===== src/rtl/db_ram_1p_ctrl_pkg.sv =====
`default_nettype none
// ============================================================================
// Module   : db_ram_1p_ctrl_pkg
// Brief    : Shared encodings and default widths for the deblocking
//            single-port RAM controller slice.
// Revision : 1.0 - initial release
// ============================================================================
package db_ram_1p_ctrl_pkg;

    // Default geometry of the deblocking line/pixel RAMs
    localparam int DB_WORD_WIDTH = 128;
    localparam int DB_ADDR_WIDTH = 8;

    // Active-low RAM control pin encodings
    localparam logic CEN_ON  = 1'b0;
    localparam logic CEN_OFF = 1'b1;
    localparam logic WEN_WR  = 1'b0;
    localparam logic WEN_RD  = 1'b1;
    localparam logic OEN_ON  = 1'b0;
    localparam logic OEN_OFF = 1'b1;

    // Which channel wins the next contested cycle
    typedef enum logic [0:0] {
        PRIO_WR = 1'b0,
        PRIO_RD = 1'b1
    } prio_e;

endpackage : db_ram_1p_ctrl_pkg
`default_nettype wire


===== src/rtl/db_ram_1p_ctrl_if.sv =====
`default_nettype none
// ============================================================================
// Module   : db_ram_1p_ctrl_if
// Brief    : Request/return channels from the deblocking datapath plus the
//            active-low single-port RAM pins. The controller uses the slave
//            modport; the datapath/RAM side uses master.
// Revision : 1.0 - initial release
// ============================================================================
interface db_ram_1p_ctrl_if
    import db_ram_1p_ctrl_pkg::*;
#(
    parameter int Word_Width = DB_WORD_WIDTH,
    parameter int Addr_Width = DB_ADDR_WIDTH
);
    // Write request channel
    logic                  wr_req_i;
    logic [Addr_Width-1:0] wr_addr_i;
    logic [Word_Width-1:0] wr_data_i;
    logic                  wr_ack_o;
    // Read request channel
    logic                  rd_req_i;
    logic [Addr_Width-1:0] rd_addr_i;
    logic                  rd_ack_o;
    // Read return stream
    logic                  rd_valid_o;
    logic [Word_Width-1:0] rd_data_o;
    logic                  rd_ready_i;
    // RAM pins
    logic                  ram_cen_o;
    logic                  ram_oen_o;
    logic                  ram_wen_o;
    logic [Addr_Width-1:0] ram_addr_o;
    logic [Word_Width-1:0] ram_data_o;
    logic [Word_Width-1:0] ram_data_i;

    modport slave (
        input  wr_req_i, wr_addr_i, wr_data_i, rd_req_i, rd_addr_i,
               rd_ready_i, ram_data_i,
        output wr_ack_o, rd_ack_o, rd_valid_o, rd_data_o,
               ram_cen_o, ram_oen_o, ram_wen_o, ram_addr_o, ram_data_o
    );

    modport master (
        output wr_req_i, wr_addr_i, wr_data_i, rd_req_i, rd_addr_i,
               rd_ready_i, ram_data_i,
        input  wr_ack_o, rd_ack_o, rd_valid_o, rd_data_o,
               ram_cen_o, ram_oen_o, ram_wen_o, ram_addr_o, ram_data_o
    );

endinterface : db_ram_1p_ctrl_if
`default_nettype wire


===== src/rtl/db_ram_1p_ctrl_rbuf.sv =====
`default_nettype none
// ============================================================================
// Module   : db_ram_1p_ctrl_rbuf
// Brief    : Circular read-return FIFO. Head data reads as zero when empty.
//            Pointers wrap modulo DEPTH, so DEPTH need not be a power of two.
// Revision : 1.0 - initial release
// ============================================================================
module db_ram_1p_ctrl_rbuf #(
    parameter int WIDTH = 128,
    parameter int DEPTH = 2
) (
    input  wire logic                       clk,
    input  wire logic                       rst,
    input  wire logic                       i_push,
    input  wire logic [WIDTH-1:0]           i_push_data,
    input  wire logic                       i_pop,
    output logic [$clog2(DEPTH+1)-1:0]      o_count,
    output logic                            o_valid,
    output logic [WIDTH-1:0]                o_head
);
    localparam int PW = $clog2(DEPTH);
    localparam int CW = $clog2(DEPTH+1);
    localparam logic [PW-1:0] c_LAST = PW'(DEPTH - 1);

    logic [WIDTH-1:0] r_mem [DEPTH];
    logic [PW-1:0]    r_wr_ptr;
    logic [PW-1:0]    r_rd_ptr;
    logic [CW-1:0]    r_count;
    logic             w_pop;

    // A pop on an empty buffer is ignored
    assign w_pop = i_pop & o_valid;

    // Pointer and occupancy tracking; simultaneous push/pop keeps count
    always_ff @(posedge clk or posedge rst) begin
        if (rst) begin
            r_wr_ptr <= '0;
            r_rd_ptr <= '0;
            r_count  <= '0;
        end else begin
            if (i_push)
                r_wr_ptr <= (r_wr_ptr == c_LAST) ? '0 : r_wr_ptr + PW'(1);
            if (w_pop)
                r_rd_ptr <= (r_rd_ptr == c_LAST) ? '0 : r_rd_ptr + PW'(1);
            case ({i_push, w_pop})
                2'b10:   r_count <= r_count + CW'(1);
                2'b01:   r_count <= r_count - CW'(1);
                default: r_count <= r_count;
            endcase
        end
    end

    // Data storage; contents need no reset since the head is masked when empty
    always_ff @(posedge clk) begin
        if (i_push)
            r_mem[r_wr_ptr] <= i_push_data;
    end

    assign o_count = r_count;
    assign o_valid = (r_count != '0);
    assign o_head  = o_valid ? r_mem[r_rd_ptr] : '0;

    // The upstream credit check must never let a push land in a full buffer
    a_no_overflow: assert property (@(posedge clk) disable iff (rst)
        !(i_push && !w_pop && (r_count == CW'(DEPTH))));

endmodule : db_ram_1p_ctrl_rbuf
`default_nettype wire


===== src/rtl/db_ram_1p_ctrl.sv =====
`default_nettype none
// ============================================================================
// Module   : db_ram_1p_ctrl
// Brief    : Single-port deblocking RAM initiator. Arbitrates a write and a
//            read request channel onto one active-low RAM port, tracks the
//            one-cycle read latency and buffers returned data in a FIFO.
//            A read is only issued when the FIFO is guaranteed a free slot.
// Options  : DB_RAM_1P_CTRL_RR_ARB_EN - alternate priority on contested
//            cycles instead of fixed write priority.
// Revision : 1.0 - initial release
// ============================================================================
module db_ram_1p_ctrl
    import db_ram_1p_ctrl_pkg::*;
#(
    parameter int Word_Width = DB_WORD_WIDTH,
    parameter int Addr_Width = DB_ADDR_WIDTH,
    parameter int FIFO_DEPTH = 2
) (
    input  wire logic          clk,
    input  wire logic          rst,
    db_ram_1p_ctrl_if.slave    bus
);
    localparam int CW = $clog2(FIFO_DEPTH + 1);
    localparam int SW = CW + 1;

    logic                  r_inflight;
    logic [Addr_Width-1:0] r_addr;
    logic [Word_Width-1:0] r_data;

    logic [CW-1:0]         w_count;
    logic                  w_valid;
    logic [Word_Width-1:0] w_head;
    logic [SW-1:0]         w_credit;
    logic                  w_pop;
    logic                  w_rd_ok;
    logic                  w_wr_elig;
    logic                  w_rd_elig;
    logic                  w_wr_gnt;
    logic                  w_rd_gnt;

    // Slots committed once this cycle's pop is accounted for
    assign w_pop     = w_valid & bus.rd_ready_i;
    assign w_credit  = SW'(w_count) + SW'(r_inflight) - SW'(w_pop);
    assign w_rd_ok   = (w_credit < SW'(FIFO_DEPTH));
    // Grants are suppressed while reset is held so the RAM stays deselected
    assign w_wr_elig = bus.wr_req_i & ~rst;
    assign w_rd_elig = bus.rd_req_i & w_rd_ok & ~rst;

`ifdef DB_RAM_1P_CTRL_RR_ARB_EN
    prio_e r_prio;
    prio_e w_prio_nxt;

    // Round-robin grant: on a contested cycle the winner yields next time
    always_comb begin
        w_wr_gnt   = w_wr_elig;
        w_rd_gnt   = w_rd_elig & ~w_wr_elig;
        w_prio_nxt = r_prio;
        if (w_wr_elig && w_rd_elig) begin
            if (r_prio == PRIO_RD) begin
                w_wr_gnt   = 1'b0;
                w_rd_gnt   = 1'b1;
                w_prio_nxt = PRIO_WR;
            end else begin
                w_prio_nxt = PRIO_RD;
            end
        end
    end

    // Priority token register
    always_ff @(posedge clk or posedge rst) begin
        if (rst)
            r_prio <= PRIO_WR;
        else
            r_prio <= w_prio_nxt;
    end
`else
    // Fixed grant: write always beats an eligible read
    always_comb begin
        w_wr_gnt = w_wr_elig;
        w_rd_gnt = w_rd_elig & ~w_wr_elig;
    end
`endif

    // RAM pin drive; address/data hold their last value when idle
    assign bus.wr_ack_o   = w_wr_gnt;
    assign bus.rd_ack_o   = w_rd_gnt;
    assign bus.ram_cen_o  = (w_wr_gnt | w_rd_gnt) ? CEN_ON : CEN_OFF;
    assign bus.ram_wen_o  = w_wr_gnt ? WEN_WR : WEN_RD;
    assign bus.ram_oen_o  = r_inflight ? OEN_ON : OEN_OFF;
    assign bus.ram_addr_o = w_wr_gnt ? bus.wr_addr_i :
                            w_rd_gnt ? bus.rd_addr_i : r_addr;
    assign bus.ram_data_o = w_wr_gnt ? bus.wr_data_i : r_data;

    // Read-in-flight flag and held RAM address/data
    always_ff @(posedge clk or posedge rst) begin
        if (rst) begin
            r_inflight <= 1'b0;
            r_addr     <= '0;
            r_data     <= '0;
        end else begin
            r_inflight <= w_rd_gnt;
            if (w_wr_gnt)
                r_addr <= bus.wr_addr_i;
            else if (w_rd_gnt)
                r_addr <= bus.rd_addr_i;
            if (w_wr_gnt)
                r_data <= bus.wr_data_i;
        end
    end

    db_ram_1p_ctrl_rbuf #(
        .WIDTH (Word_Width),
        .DEPTH (FIFO_DEPTH)
    ) u_rbuf (
        .clk         (clk),
        .rst         (rst),
        .i_push      (r_inflight),
        .i_push_data (bus.ram_data_i),
        .i_pop       (w_pop),
        .o_count     (w_count),
        .o_valid     (w_valid),
        .o_head      (w_head)
    );

    assign bus.rd_valid_o = w_valid;
    assign bus.rd_data_o  = w_head;

endmodule : db_ram_1p_ctrl
`default_nettype wire


===== src/flat_wrapper.sv =====
// flat-port wrapper written by rule: the top's interface ports become plain ports
module db_ram_1p_ctrl_flat import db_ram_1p_ctrl_pkg::*;
#(
    parameter int Word_Width = DB_WORD_WIDTH,
    parameter int Addr_Width = DB_ADDR_WIDTH,
    parameter int FIFO_DEPTH = 2
)
  (clk, rst, bus_wr_req_i, bus_wr_addr_i, bus_wr_data_i, bus_rd_req_i, bus_rd_addr_i, bus_rd_ready_i, bus_ram_data_i, bus_wr_ack_o, bus_rd_ack_o, bus_rd_valid_o, bus_rd_data_o, bus_ram_cen_o, bus_ram_oen_o, bus_ram_wen_o, bus_ram_addr_o, bus_ram_data_o);
  db_ram_1p_ctrl_if #(.Word_Width(Word_Width), .Addr_Width(Addr_Width)) bus_i ();
  input  wire logic clk;
  input  wire logic rst;
  input wire logic [$bits(bus_i.wr_req_i)-1:0] bus_wr_req_i;
  input wire logic [$bits(bus_i.wr_addr_i)-1:0] bus_wr_addr_i;
  input wire logic [$bits(bus_i.wr_data_i)-1:0] bus_wr_data_i;
  input wire logic [$bits(bus_i.rd_req_i)-1:0] bus_rd_req_i;
  input wire logic [$bits(bus_i.rd_addr_i)-1:0] bus_rd_addr_i;
  input wire logic [$bits(bus_i.rd_ready_i)-1:0] bus_rd_ready_i;
  input wire logic [$bits(bus_i.ram_data_i)-1:0] bus_ram_data_i;
  output wire logic [$bits(bus_i.wr_ack_o)-1:0] bus_wr_ack_o;
  output wire logic [$bits(bus_i.rd_ack_o)-1:0] bus_rd_ack_o;
  output wire logic [$bits(bus_i.rd_valid_o)-1:0] bus_rd_valid_o;
  output wire logic [$bits(bus_i.rd_data_o)-1:0] bus_rd_data_o;
  output wire logic [$bits(bus_i.ram_cen_o)-1:0] bus_ram_cen_o;
  output wire logic [$bits(bus_i.ram_oen_o)-1:0] bus_ram_oen_o;
  output wire logic [$bits(bus_i.ram_wen_o)-1:0] bus_ram_wen_o;
  output wire logic [$bits(bus_i.ram_addr_o)-1:0] bus_ram_addr_o;
  output wire logic [$bits(bus_i.ram_data_o)-1:0] bus_ram_data_o;
  assign bus_i.wr_req_i = bus_wr_req_i;
  assign bus_i.wr_addr_i = bus_wr_addr_i;
  assign bus_i.wr_data_i = bus_wr_data_i;
  assign bus_i.rd_req_i = bus_rd_req_i;
  assign bus_i.rd_addr_i = bus_rd_addr_i;
  assign bus_i.rd_ready_i = bus_rd_ready_i;
  assign bus_i.ram_data_i = bus_ram_data_i;
  assign bus_wr_ack_o = bus_i.wr_ack_o;
  assign bus_rd_ack_o = bus_i.rd_ack_o;
  assign bus_rd_valid_o = bus_i.rd_valid_o;
  assign bus_rd_data_o = bus_i.rd_data_o;
  assign bus_ram_cen_o = bus_i.ram_cen_o;
  assign bus_ram_oen_o = bus_i.ram_oen_o;
  assign bus_ram_wen_o = bus_i.ram_wen_o;
  assign bus_ram_addr_o = bus_i.ram_addr_o;
  assign bus_ram_data_o = bus_i.ram_data_o;
  db_ram_1p_ctrl #(.Word_Width(Word_Width), .Addr_Width(Addr_Width), .FIFO_DEPTH(FIFO_DEPTH)) u_core (.clk(clk), .rst(rst), .bus(bus_i));
endmodule

===== config.mk =====
export PLATFORM = sky130hd
export DESIGN_NAME = db_ram_1p_ctrl_flat
export DESIGN_NICKNAME = d
export VERILOG_FILES = /design/src/rtl/db_ram_1p_ctrl_pkg.sv /design/src/rtl/db_ram_1p_ctrl_if.sv /design/src/rtl/db_ram_1p_ctrl_rbuf.sv /design/src/rtl/db_ram_1p_ctrl.sv /design/src/flat_wrapper.sv
export SDC_FILE = /design/constraint.sdc
export NUM_CORES = 1
export LEC_CHECK = 0
export CAP_MARGIN = 5
export CORE_AREA = 4 4 211 213
export DETAILED_ROUTE_END_ITERATION = 6
export DIE_AREA = 0 0 215 217
export PLACE_DENSITY = 0.68
export SETUP_SLACK_MARGIN = 0.4
export SKIP_LAST_GASP = 1
export SLEW_MARGIN = 20
export SYNTH_ARGS = -nofsm -noshare
export SYNTH_HDL_FRONTEND = slang
export SYNTH_SLANG_ARGS = --single-unit

===== constraint.sdc =====
create_clock -name clk -period 12.9 [get_ports clk]
set_input_delay 3.87 -clock clk [delete_from_list [all_inputs] [get_ports clk]]
set_output_delay 3.87 -clock clk [all_outputs]
set_load 0.005 [all_outputs]

==> out/summary.txt <==
status - completed
Starting Density - 35.3%
CTS Sinks - 397
port buffer count - 546
Startpoint Class - input port
flops & latches, synth - 397
Final ANT Viol Nets - 0
Worst Hold Class - register to register
Min Clock Period, post-route - 11040 ps
crit path cell chain - clkdlybuf4s50_1 -> inv_6 -> nand2_4 -> inv_4 -> buf_4 -> nand2_1 -> nand2_1 -> clkdlybuf4s50_1
Critical Path Fanout Max - 80
Congestion Overflow GR - 0
Hold Fails Final Rpt - 0
Critical Path AT - 7170 ps
RSZ-0062 raised after global routing - no
VDD IR max - 0.000110 V
die area - 46700 µm²
crit end category - output pin
Die H - 217 µm
Mapped Cells - 1147
pwr dens - 182 nW/µm²
synth unique cells - 21
grt peak-use layer - met2
area grow syn2layout - 48.8%
worst skew pair latency - 560 ps
detailed-route vias per instance - 4.69
final setup fails - 0
vias - 10700
crit path max-delay cell type - inv_4
GP Congestion - 0.873
total core area - 42700 µm²
Slew @ Worst Pin - 978 ps
Max Clock Skew - 22.8 ps
WL final - 47.6 mm
met2 Resource Use GR - 33.8%
vias in the first global route - 11200
global routing usage on met1 - 20.9%
initial antenna violation count - 17
Synth Area per Inst - 13.1 µm²
dpl hpwl - 34.0 mm
post-cts resize count - 0
setup_tns - 0 ps
CTS tree - done
Initial DRC Count - 640
WL/cell - 20.9 µm
Clk Tree Root Cell - clkbuf_16
worst path required time - 9030 ps
most common cell after layout, fill and taps aside - clkdlybuf4s50_1
most frequent cells in the layout - 546 x clkdlybuf4s50_1, 384 x nand2_1, 256 x edfxtp_1
max frequency - 90.6 MHz
met3 usage - 9.15%
drt pass-1 iters - 5
Yosys Warn Count - 0
setup bufs post-CTS - 0
Mapped Area - 15100 µm²
Setup CP Type - input port to output pin
post-synthesis sequential area ratio - 74.4%
CTS buffer count - 43
global-route wire length before repair - 68.9 mm
drc violations - 0
Layout fillers - 3639
Final Max Slew Viols - 0
Net Count, Synth - 1428
CTS clk-pin slew, worst paths - 60 ps
Cell Rows - 76
total power - 4.08 mW
Max-cap violations - 0
Tot GR Track Use - 19.5%
worst rel slew slack - 34.8%
fin crit share - 85.6%
DIE WIDTH - 215 µm
largest net degree at the start of global routing - 81
nets - 1971
ratio of cells with drive above 1 in the final layout - 4.71%
H-tree depth - 2
Longest Clk Path Bufs - 3
# IOs - 547
CTS Hold Buffers Added - 0
Crit path largest cell delay - 860 ps
Leak Pwr - 9.14 nW
-- path summary, 6_finish.rpt --
kind / from / end / slack, ps / cells after the start
max in group asynchronous: rst / u_core.r_data[124] / 7330 / 4
hold / removal: u_core.r_data[97] / u_core.r_data[97] / 470 / 2
min in group asynchronous: rst / u_core.r_data[95] / 3670 / 2
setup / recovery: rst / bus_ram_data_o[32] / 1860 / 8
setup reg to reg: u_core.u_rbuf.o_count[1] / u_core.r_addr[7] / 9420 / 11
hold reg to reg: u_core.r_data[97] / u_core.r_data[97] / 470 / 2
-- sequential cells by signal, indices dropped and copies added, names as in the netlist --
register,flops
u_core.u_rbuf.r_mem,256
u_core.u_rbuf.o_count,2
u_core.u_rbuf.r_wr_ptr,1
u_core.r_data,128
u_core.r_addr,8
u_core.r_inflight,1
u_core.u_rbuf.r_rd_ptr,1
-- worst max-delay path, delay by kind of cell --
family | cells | cell delay [ps]
buffers and inverters | 5 | 2560
AND/OR/NAND/NOR | 3 | 660
-- Yosys cell counts --
library cell / count / area [µm²]
clkbuf_1: 9 / 33.8
ha_1: 3 / 37.5
fa_1: 1 / 20.0
o22ai_1: 16 / 100
nand4_2: 1 / 12.5
and2_1: 2 / 12.5
mux2i_1: 128 / 1280
edfxtp_1: 256 / 7690
nand2b_1: 1 / 6.26
xor2_1: 3 / 26.3
buf_4: 12 / 90.1
buf_2: 38 / 190
buf_6: 1 / 11.3
o21ai_0: 1 / 5.00
xnor2_1: 3 / 26.3
a21oi_1: 8 / 40.0
nand2_1: 385 / 1450
dfrtp_1: 141 / 3530
inv_1: 5 / 18.8
nor2_1: 132 / 495
and3_1: 1 / 6.26
-- stage by stage --
stage	util (%)	hold slack (ps)	area [µm²]	std cells	worst slack, ps
finish	52.5	473	22400	2277	1860
global route	52.5	495	22400	2275	1550
CTS	52.5	474	22400	2267	1820
detailed placement	49.2	457	21000	2191	1810
global placement	49.2	453	21000	2191	1870
floorplan	-	454	15100	1147	2530
-- kinds of logic after synthesis --
group / Yosys count / share of synthesized area (%)
simple gates: 522 / 13.1
xor+xnor: 6 / 0.349
fa+ha+maj: 4 / 0.382
mux: 128 / 8.50
compound gates: 25 / 0.963
buf+inv: 65 / 2.28
flops: 397 / 74.4
-- per-layer routing --
layer	up-vias	share of wire, %
met4	8	3.0
met3	79	11
met2	448	51
met1	5169	35
li1	4982	-
met5	-	0.11
-- final cells by class --
| cell class | count | area [µm²] | area share (%) |
|---|---|---|---|
| Sequential cell | 397 | 11200 | 50.0 |
| Timing Repair Buffer | 558 | 5560 | 24.8 |
| Tap cell | 546 | 683 | 3.05 |
| Multi-Input combinational cell | 685 | 3540 | 15.8 |
| Clock buffer | 59 | 1220 | 5.43 |
| Antenna cell | 10 | 25.0 | 0.112 |
| Inverter | 5 | 26.3 | 0.117 |
| Clock inverter | 17 | 159 | 0.709 |
-- power breakdown --
part           internal (mW)  switching (mW)  leakage, nW  total (mW)
sequential              1.49          0.0778         4.04        1.57
clock                  0.703           0.495        0.672        1.20
combinational          0.726           0.584         4.43        1.31
total                   2.92            1.16         9.14        4.08
Power figures use the tool's default switching activity.
==> edit (same flow settings) <==
The option `DB_RAM_1P_CTRL_RR_ARB_EN` is turned on by a define.
--- a/src/rtl/db_ram_1p_ctrl.sv
+++ b/src/rtl/db_ram_1p_ctrl.sv
@@ -11,2 +11,4 @@
 // ============================================================================
+`define DB_RAM_1P_CTRL_RR_ARB_EN
+
 module db_ram_1p_ctrl
Function: changed (a bounded check fails within 4 cycles, from zero or initial values and one cycle with rst high).
==> edit against the unedited design <==
Sequential cell count increased by 1; worst hold slack improved by 0.0088 ns; wire length rose by 0.62%; sequential power up 8%; utilization up 1.0 points; design area rose by 2.0%; setup slack got worse by 0.71 ns; non-clock buffer count unchanged; global-route usage increased by 0.31 points; area after synthesis increased by 4.0%; first-iteration DRC count down 9.2%; total power rose by 12%; critical path depth up 4.
==> edit: results <==
export IMPL_status="finished clean"
export IMPL_synthTopCellsByArea="edfxtp_1, dfrtp_1, mux2_4"
export IMPL_p_sw_mw=1.33
export IMPL_cp_arrival_ns=7.88
export IMPL_gp_congestion=0.864
export IMPL_r2r_cells=12
export IMPL_dpl_worst_slack_ns=1.18
export IMPL_synth_cells=894
export IMPL_antenna_found_initial=20
export IMPL_grtUsageTotal_pct=19.8
export IMPL_worst_pin_slew_ns=1.05
export IMPL_final_nets=1728
export IMPL_cts_buffers=42
export IMPL_routedWlPerCell_um=23.6
export IMPL_syn_nets=1175
export IMPL_grt_max_degree=84
export IMPL_power_leakage_nw=8.82
export IMPL_ys_seq_area_share_pct=71.7
export IMPL_min_path_cells=1
export IMPL_routed_via_density=4.78
export IMPL_grt_first_pass_wirelength_mm=69.0
export IMPL_hold_end="u_core.r_data[122]"
export IMPL_irDropWorstVdd_mv=0.128
export IMPL_grt_pass1_vias=10500
export IMPL_vias=9717
export IMPL_dp_hpwl_mm=34.8
export IMPL_finClkSkew_ns=0.00965
export IMPL_drt_iter0_drc=581
export IMPL_fillers=3507
export IMPL_worstPathMaxFanout=76
export IMPL_r2r_slack_ns=9.03
export IMPL_cpMaxStageDelayCell="inv_6"
export IMPL_hp_start="u_core.r_data[122]"
export IMPL_worstReg2RegEnd="u_core.r_data[21]"
export IMPL_synth_common_cells="edfxtp_1, dfrtp_1, nor2_1, mux2i_1, mux2_4"
-- edit: changes by cell type after synthesis, moves of 9 or more --
cell / delta
clkbuf_1: +9
o22ai_1: -16
nand2_1: -385
mux2_4: +100
buf_2: -26
mux2_1: +28
buf_4: -12
buf_12: +11
-- edit: layer usage --
layer | vias up | share of wire, % | GRT usage, %
met1 | 4788 | 35 | 21.1
met3 | 85 | 11 | 10.0
met4 | 8 | 3.7 | 7.39
met5 | - | 0.12 | 0
li1 | 4404 | - | -
met2 | 432 | 49 | 34.0
-- edit: worst max-delay path by stage --
stage / slack, ns / from / cells after the start / to
floorplan: 2.94 / bus_rd_ready_i / 10 / bus_ram_data_o[106]
detailed placement: 1.18 / bus_rd_ready_i / 12 / bus_ram_data_o[83]
CTS: 1.17 / bus_rd_ready_i / 12 / bus_ram_data_o[83]
global route: 0.95 / bus_rd_ready_i / 12 / bus_ram_data_o[83]
global placement: 1.22 / bus_rd_ready_i / 12 / bus_ram_data_o[83]
finish: 1.15 / bus_rd_ready_i / 12 / bus_ram_data_o[83]
-- edit: cells by family (layout without fill, tap and decap cells) --
kind of cell	Yosys count	count (layout)	share of synthesized area [%]
DFF	398	398	71.7
muxes	256	256	19.8
and+or+nand+nor	149	149	3.80
buffers and inverters	53	634	2.71
AOI/OAI and AO/OA	26	26	1.17
xor gates and xnor gates	8	8	0.495
adders and majority gates	4	4	0.367
other	0	13	0
-- edit: final cells by class --
type	instances	area share, %
multi-input cells	443	17.6
inverters	4	0.109
flip-flops and latches	398	49.2
clock inverters	15	0.438
diodes	13	0.142
repair buffers	558	24.4
clock buffers	57	5.11
well taps	546	2.99
-- edit: critical path, delay by kind of cell --
| family | cells | cell delay, ns |
|---|---|---|
| multiplexers | 1 | 0.34 |
| AND/OR/NAND/NOR | 2 | 0.38 |
| AO/OA/AOI/OAI | 1 | 0.12 |
| adder cells (fa/ha/maj) | 2 | 0.72 |
| XOR/XNOR | 1 | 0.17 |
| buffers and inverters | 5 | 2.16 |
-- edit: stage by stage --
step           cell area, um^2  total power, mW  hold WS (ns)
6_report                 22900             4.59         0.482
5_1_grt                  22900             4.82         0.495
4_1_cts                  22800             4.64         0.482
3_5_place_dp             21600             3.49         0.469
3_3_place_gp             21600             3.48         0.466
2_1_floorplan            15700             2.49         0.454
-- edit: power by group through the flow --
stage | sequential (mW) | combinational (mW) | clock (mW)
6_report | 1.70 | 1.75 | 1.13
5_1_grt | 1.73 | 1.88 | 1.21
4_1_cts | 1.71 | 1.78 | 1.16
3_5_place_dp | 1.73 | 1.76 | 0
3_3_place_gp | 1.73 | 1.76 | 0
2_1_floorplan | 1.68 | 0.816 | 0
